--- src/rtl/game_round_controller.sv ---
// Session controller above the game master FSM: gates rounds, tracks score, lives and
// difficulty level, and derives the target sprite speed from the level.
module game_round_controller #(
  parameter int unsigned MAX_LIVES      = 3,
  parameter int unsigned HITS_PER_LEVEL = 4,
  parameter int unsigned MAX_LEVEL      = 7,
  parameter int unsigned SCORE_WIDTH    = 8
) (
  input  logic                   clk,
  input  logic                   reset,
  input  logic                   new_game,
  input  logic                   round_end,
  input  logic                   round_won,
  output logic                   master_enable,
  output logic [2:0]             level,
  output logic [3:0]             target_speed,
  output logic [SCORE_WIDTH-1:0] score,
  output logic [1:0]             lives,
  output logic                   level_up,
  output logic                   game_over
);

  localparam logic [1:0] LIVES_INIT = 2'(MAX_LIVES);
  localparam logic [3:0] HIT_LAST   = 4'(HITS_PER_LEVEL - 1);
  localparam logic [2:0] LEVEL_MAX  = 3'(MAX_LEVEL);

  typedef enum logic [1:0] {
    StIdle     = 2'd0,
    StPlay     = 2'd1,
    StUpdate   = 2'd2,
    StGameOver = 2'd3
  } state_e;

  state_e                 state_q, state_d;
  logic                   won_q, won_d;
  logic [3:0]             hit_q, hit_d;
  logic [2:0]             level_q, level_d;
  logic [3:0]             speed_q, speed_d;
  logic [SCORE_WIDTH-1:0] score_q, score_d;
  logic [1:0]             lives_q, lives_d;
  logic                   enable_q, enable_d;
  logic                   level_up_q, level_up_d;
  logic                   over_q, over_d;

  always_comb begin
    state_d    = state_q;
    won_d      = won_q;
    hit_d      = hit_q;
    level_d    = level_q;
    score_d    = score_q;
    lives_d    = lives_q;
    enable_d   = enable_q;
    over_d     = over_q;
    level_up_d = 1'b0;

    unique case (state_q)
      StIdle, StGameOver: begin
        // A new session reinitialises every counter on the same edge it enables rounds.
        if (new_game) begin
          state_d  = StPlay;
          enable_d = 1'b1;
          over_d   = 1'b0;
          score_d  = '0;
          level_d  = '0;
          hit_d    = '0;
          lives_d  = LIVES_INIT;
        end
      end
      StPlay: begin
        if (round_end) begin
          state_d = StUpdate;
          won_d   = round_won;
        end
      end
      StUpdate: begin
        if (won_q) begin
          state_d = StPlay;
          if (score_q != '1) begin
            score_d = score_q + 1'b1;
          end
          if (hit_q == HIT_LAST) begin
            hit_d = '0;
            if (level_q < LEVEL_MAX) begin
              level_d    = level_q + 3'd1;
              level_up_d = 1'b1;
            end
          end else begin
            hit_d = hit_q + 4'd1;
          end
        end else begin
          lives_d = lives_q - 2'd1;
          if (lives_q == 2'd1) begin
            state_d  = StGameOver;
            enable_d = 1'b0;
            over_d   = 1'b1;
          end else begin
            state_d = StPlay;
          end
        end
      end
      default: state_d = StIdle;
    endcase

    speed_d = {1'b0, level_d} + 4'd1;
  end

  always_ff @(posedge clk or posedge reset) begin
    if (reset) begin
      state_q    <= StIdle;
      won_q      <= 1'b0;
      hit_q      <= '0;
      level_q    <= '0;
      speed_q    <= 4'd1;
      score_q    <= '0;
      lives_q    <= LIVES_INIT;
      enable_q   <= 1'b0;
      level_up_q <= 1'b0;
      over_q     <= 1'b0;
    end else begin
      state_q    <= state_d;
      won_q      <= won_d;
      hit_q      <= hit_d;
      level_q    <= level_d;
      speed_q    <= speed_d;
      score_q    <= score_d;
      lives_q    <= lives_d;
      enable_q   <= enable_d;
      level_up_q <= level_up_d;
      over_q     <= over_d;
    end
  end

  assign master_enable = enable_q;
  assign level         = level_q;
  assign target_speed  = speed_q;
  assign score         = score_q;
  assign lives         = lives_q;
  assign level_up      = level_up_q;
  assign game_over     = over_q;

endmodule

--- config.mk ---
export PLATFORM = sky130hd
export DESIGN_NAME = game_round_controller
export DESIGN_NICKNAME = d
export VERILOG_FILES = /design/src/rtl/game_round_controller.sv
export SDC_FILE = /design/constraint.sdc
export NUM_CORES = 1
export LEC_CHECK = 0
export BUFFER_PORTS_ARGS = -buffer_cell sky130_fd_sc_hd__buf_4
export CORE_ASPECT_RATIO = 0.75
export CORE_MARGIN = 1
export CORE_UTILIZATION = 35
export CTS_CLUSTER_DIAMETER = 30
export CTS_CLUSTER_SIZE = 16
export DETAILED_ROUTE_END_ITERATION = 10
export PLACE_DENSITY = 0.55
export SLEW_MARGIN = 15
export SYNTH_ARGS = -nofsm -noshare
export SYNTH_HDL_FRONTEND = slang
export SYNTH_SLANG_ARGS = --single-unit
--- constraint.sdc ---
create_clock -name clk -period 3.1 [get_ports clk]
set_input_delay 0.31 -clock clk [delete_from_list [all_inputs] [get_ports clk]]
set_output_delay 0.31 -clock clk [all_outputs]
set_load 0.01 [all_outputs]
==> results.md <==
• **cts bufs inserted** 3
• **Clock transition at path regs** 0.10 ns
• **Total Wirelength** 2.84 mm
• **initial antenna violation count** 0
• **critical path arrival** 2.37 ns
• **Max Clk Rate** 0.454 GHz
• **path class of the lowest-slack min-delay path** input port to asynchronous set/reset pin
• **worst setup slack after layout** 0.896 ns
• **fraction of the yosys area taken by sequential cells** 47.7%
• **critical register-to-register path endpoint** target_speed[2]
• **maximum fanout count along the critical path** 6
• **Yosys Warn Count** 0
• **CTS sink count** 27
• **global-route wire length before repair** 4.73 mm
• **DRC violation count after routing** 0
• **Final GP Congestion** 0.753
• **Antenna Nets Post-Route** 0
• **routed via count** 1,149
• **setup violators final** 0
• **final global-route overflow total** 0
• **critical path start-end classification** flip-flop to flip-flop
• **count of pins over their slew limit** 0
• **Critical path origin** state_q[0]
• **clock tree from TritonCTS** done
• **count of H-tree levels built during CTS** 1
• **cell area after synthesis** 1430 um2
• **quantity of hold-fixing buffers added after cts** 0
• **total of max-cap violations** 0
• **global-route total usage across every layer** 14.4%
• **pin count of the biggest net entering global routing** 28
• **number of distinct standard cells referenced by the synthesized netlist** 38
• **crit path cell chain** inv_1, ha_1, or2b_1, nand2b_1, a211oi_1, inv_1, ha_1, xnor2_1
• **synthesized area per cell** 9.97 um2
• **DRC marker count from the first detailed-route iteration** 62
• **endpoint type of the worst setup path** flip-flop
• **leakage** 0.785 nW
• **post-layout net count** 182
• **routed len/inst** 12.9 um
• **register area** 679 um2
• **Post-synth EDFFs** 0
• **final period demand of the worst path** 2.20 ns
• **CP peak stage delay** 0.42 ns
• **outcome** finished clean
• **Area growth, synth to finish** 19.1%
• **via count of the first global-routing pass** 1,031
• **share of synthesized registers carrying an async set or reset** 100%
• **pre-CTS setup slack** 0.902 ns
• **Post-CTS Setup Repair Bufs** 0
• **worst ir drop on vdd** 0.391 mV
• **Top FF cell, synth** sky130_fd_sc_hd__dfrtp_1
• **transition time at the pin with the least slew margin** 1.00 ns
• **clk_lat worst skew** 0.28 ns
• **Die Ht** 57.3 um
• **number of vias per cell** 5.22
• **maximum clock skew at final layout** 0.0114 ns
• **DP Wirelength** 2.08 mm
• **critical path launch point type** flip-flop
• **most frequent cells in the layout** 24 x sky130_fd_sc_hd__dfrtp_1, 24 x sky130_fd_sc_hd__buf_4, 13 x sky130_fd_sc_hd__o21ai_0
• **count of port buffers added during placement** 24
• **Post-Syn Instances** 143
• **area of combinational cells with multiple inputs** 687 um2
• **worst endpoint required time** 3.27 ns
• **worst slew margin relative to its limit** 33.0%
• **Rows** 19
• **Core Region** 3780 um2
• **number of antenna cells inserted** 0
• **IO Count** 25
• **reg-to-reg slack, setup** 0.90 ns
• **clock tree root buffer cell** sky130_fd_sc_hd__clkbuf_8
• **number of fill cells** 361
• **x dimension of the die** 75.7 um
• **RSZ-0062 raised after global routing** false
• **number of iterations in the first detailed-routing pass** 4
• **Power Density** 633 nW/um2
• **CTS resizes** 0
• **overall die area** 4330 um2
• **timing endpoint of the critical path** target_speed[2]
• **fraction of layout cells with a size suffix above 1** 20.8%
• **final hold violation count** 0
• **buffers from clock root to sink, at most** 2
• **period utilisation layout** 71.1%
• **net count after synthesis** 156
• **number of cell instances on the worst register-to-register path** 8
• **Seq cells post-synth** 27
• **cell with the largest stage delay on the worst path** sky130_fd_sc_hd__dfrtp_1
• **initial core utilization** 37.7%
• **reg-to-reg critical path startpoint** state_q[0]
• **final total negative setup slack** 0 ns
[cell families (layout without fill, tap and decap cells)]
kind of cell / Yosys count / after routing / synth area share [%]
AO/OA/AOI/OAI: 39 / 39 / 17.7
multiplexers: 3 / 3 / 2.55
AND/OR/NAND/NOR: 52 / 52 / 20.3
XOR/XNOR: 1 / 1 / 0.615
flip-flops: 27 / 27 / 47.7
buffers and inverters: 13 / 38 / 4.13
adder cells (fa/ha/maj): 8 / 8 / 7.02
[metal layers]
metal | vias to the layer above | GRT usage [%] | wire length, um
met4 | 0 | 3.44 | 16
met5 | - | 0 | 0
met3 | 2 | 4.77 | 146
met2 | 27 | 22.4 | 1230
li1 | 566 | - | -
met1 | 554 | 19.4 | 1440
[registers in the layout, summed over array words and instances, names as in the netlist]
register,count
level_up,1
hit_q,4
lives,2
won_q,1
state_q,2
game_over,1
master_enable,1
target_speed,4
level,3
score,8
[worst max-delay path: cells and delay by family, from the launching register on]
family                   cells  cell delay [ns]
adder cells (fa/ha/maj)      2             0.57
XOR/XNOR                     1             0.12
buffers and inverters        2             0.16
AO/OA/AOI/OAI                1             0.39
flip-flops                   1             0.42
AND/OR/NAND/NOR              2             0.44
[synthesized netlist by cell type (4+ instances only)]
library cell / instances / area (um2)
sky130_fd_sc_hd__a21oi_1: 10 / 50.1
sky130_fd_sc_hd__nand4_1: 4 / 25.0
sky130_fd_sc_hd__nand2_1: 11 / 41.3
sky130_fd_sc_hd__inv_1: 10 / 37.5
sky130_fd_sc_hd__nand2b_1: 8 / 50.1
sky130_fd_sc_hd__o21ai_0: 13 / 65.1
sky130_fd_sc_hd__or3_1: 5 / 31.3
sky130_fd_sc_hd__dfrtp_1: 24 / 601
sky130_fd_sc_hd__ha_1: 8 / 100
sky130_fd_sc_hd__nor2_1: 7 / 26.3
[report_power, final]
part	internal (W)	leakage [nW]	switching (W)
Sequential	0.000404	0.354	0.0000559
Combinational	0.000169	0.409	0.000241
Clock	0.0000913	0.0217	0.000114
[worst min-delay path by stage]
stage / startpoint / endpoint / slack, ns / cells after the start
2_1_floorplan: reset / game_over / 0.36 / 1
3_3_place_gp: game_over / game_over / 0.48 / 1
6_report: reset / target_speed[3] / 0.26 / 2
5_1_grt: round_won / won_q / 0.25 / 2
3_5_place_dp: game_over / game_over / 0.49 / 1
4_1_cts: round_won / won_q / 0.25 / 2
[through the flow]
stage               utilization, %  area, um2  power (W)  instances  hold slack [ns]
floorplan                        -       1430   0.000786        143            0.360
global placement              43.6       1650   0.000866        216            0.482
detailed placement            43.6       1650   0.000874        216            0.489
CTS                           44.9       1700    0.00109        220            0.252
global route                  44.9       1700    0.00117        220            0.247
finish                        44.9       1700    0.00108        220            0.257
[cell type report]
cell class,instances,area share (%)
Clock inverter,1,0.442
Tap cell,52,3.83
Clock buffer,3,2.43
Sequential cell,27,40.0
Multi-Input combinational cell,103,40.5
Timing Repair Buffer,24,10.6
Inverter,10,2.21
Note: power is estimated with default switching activity, not from simulation.
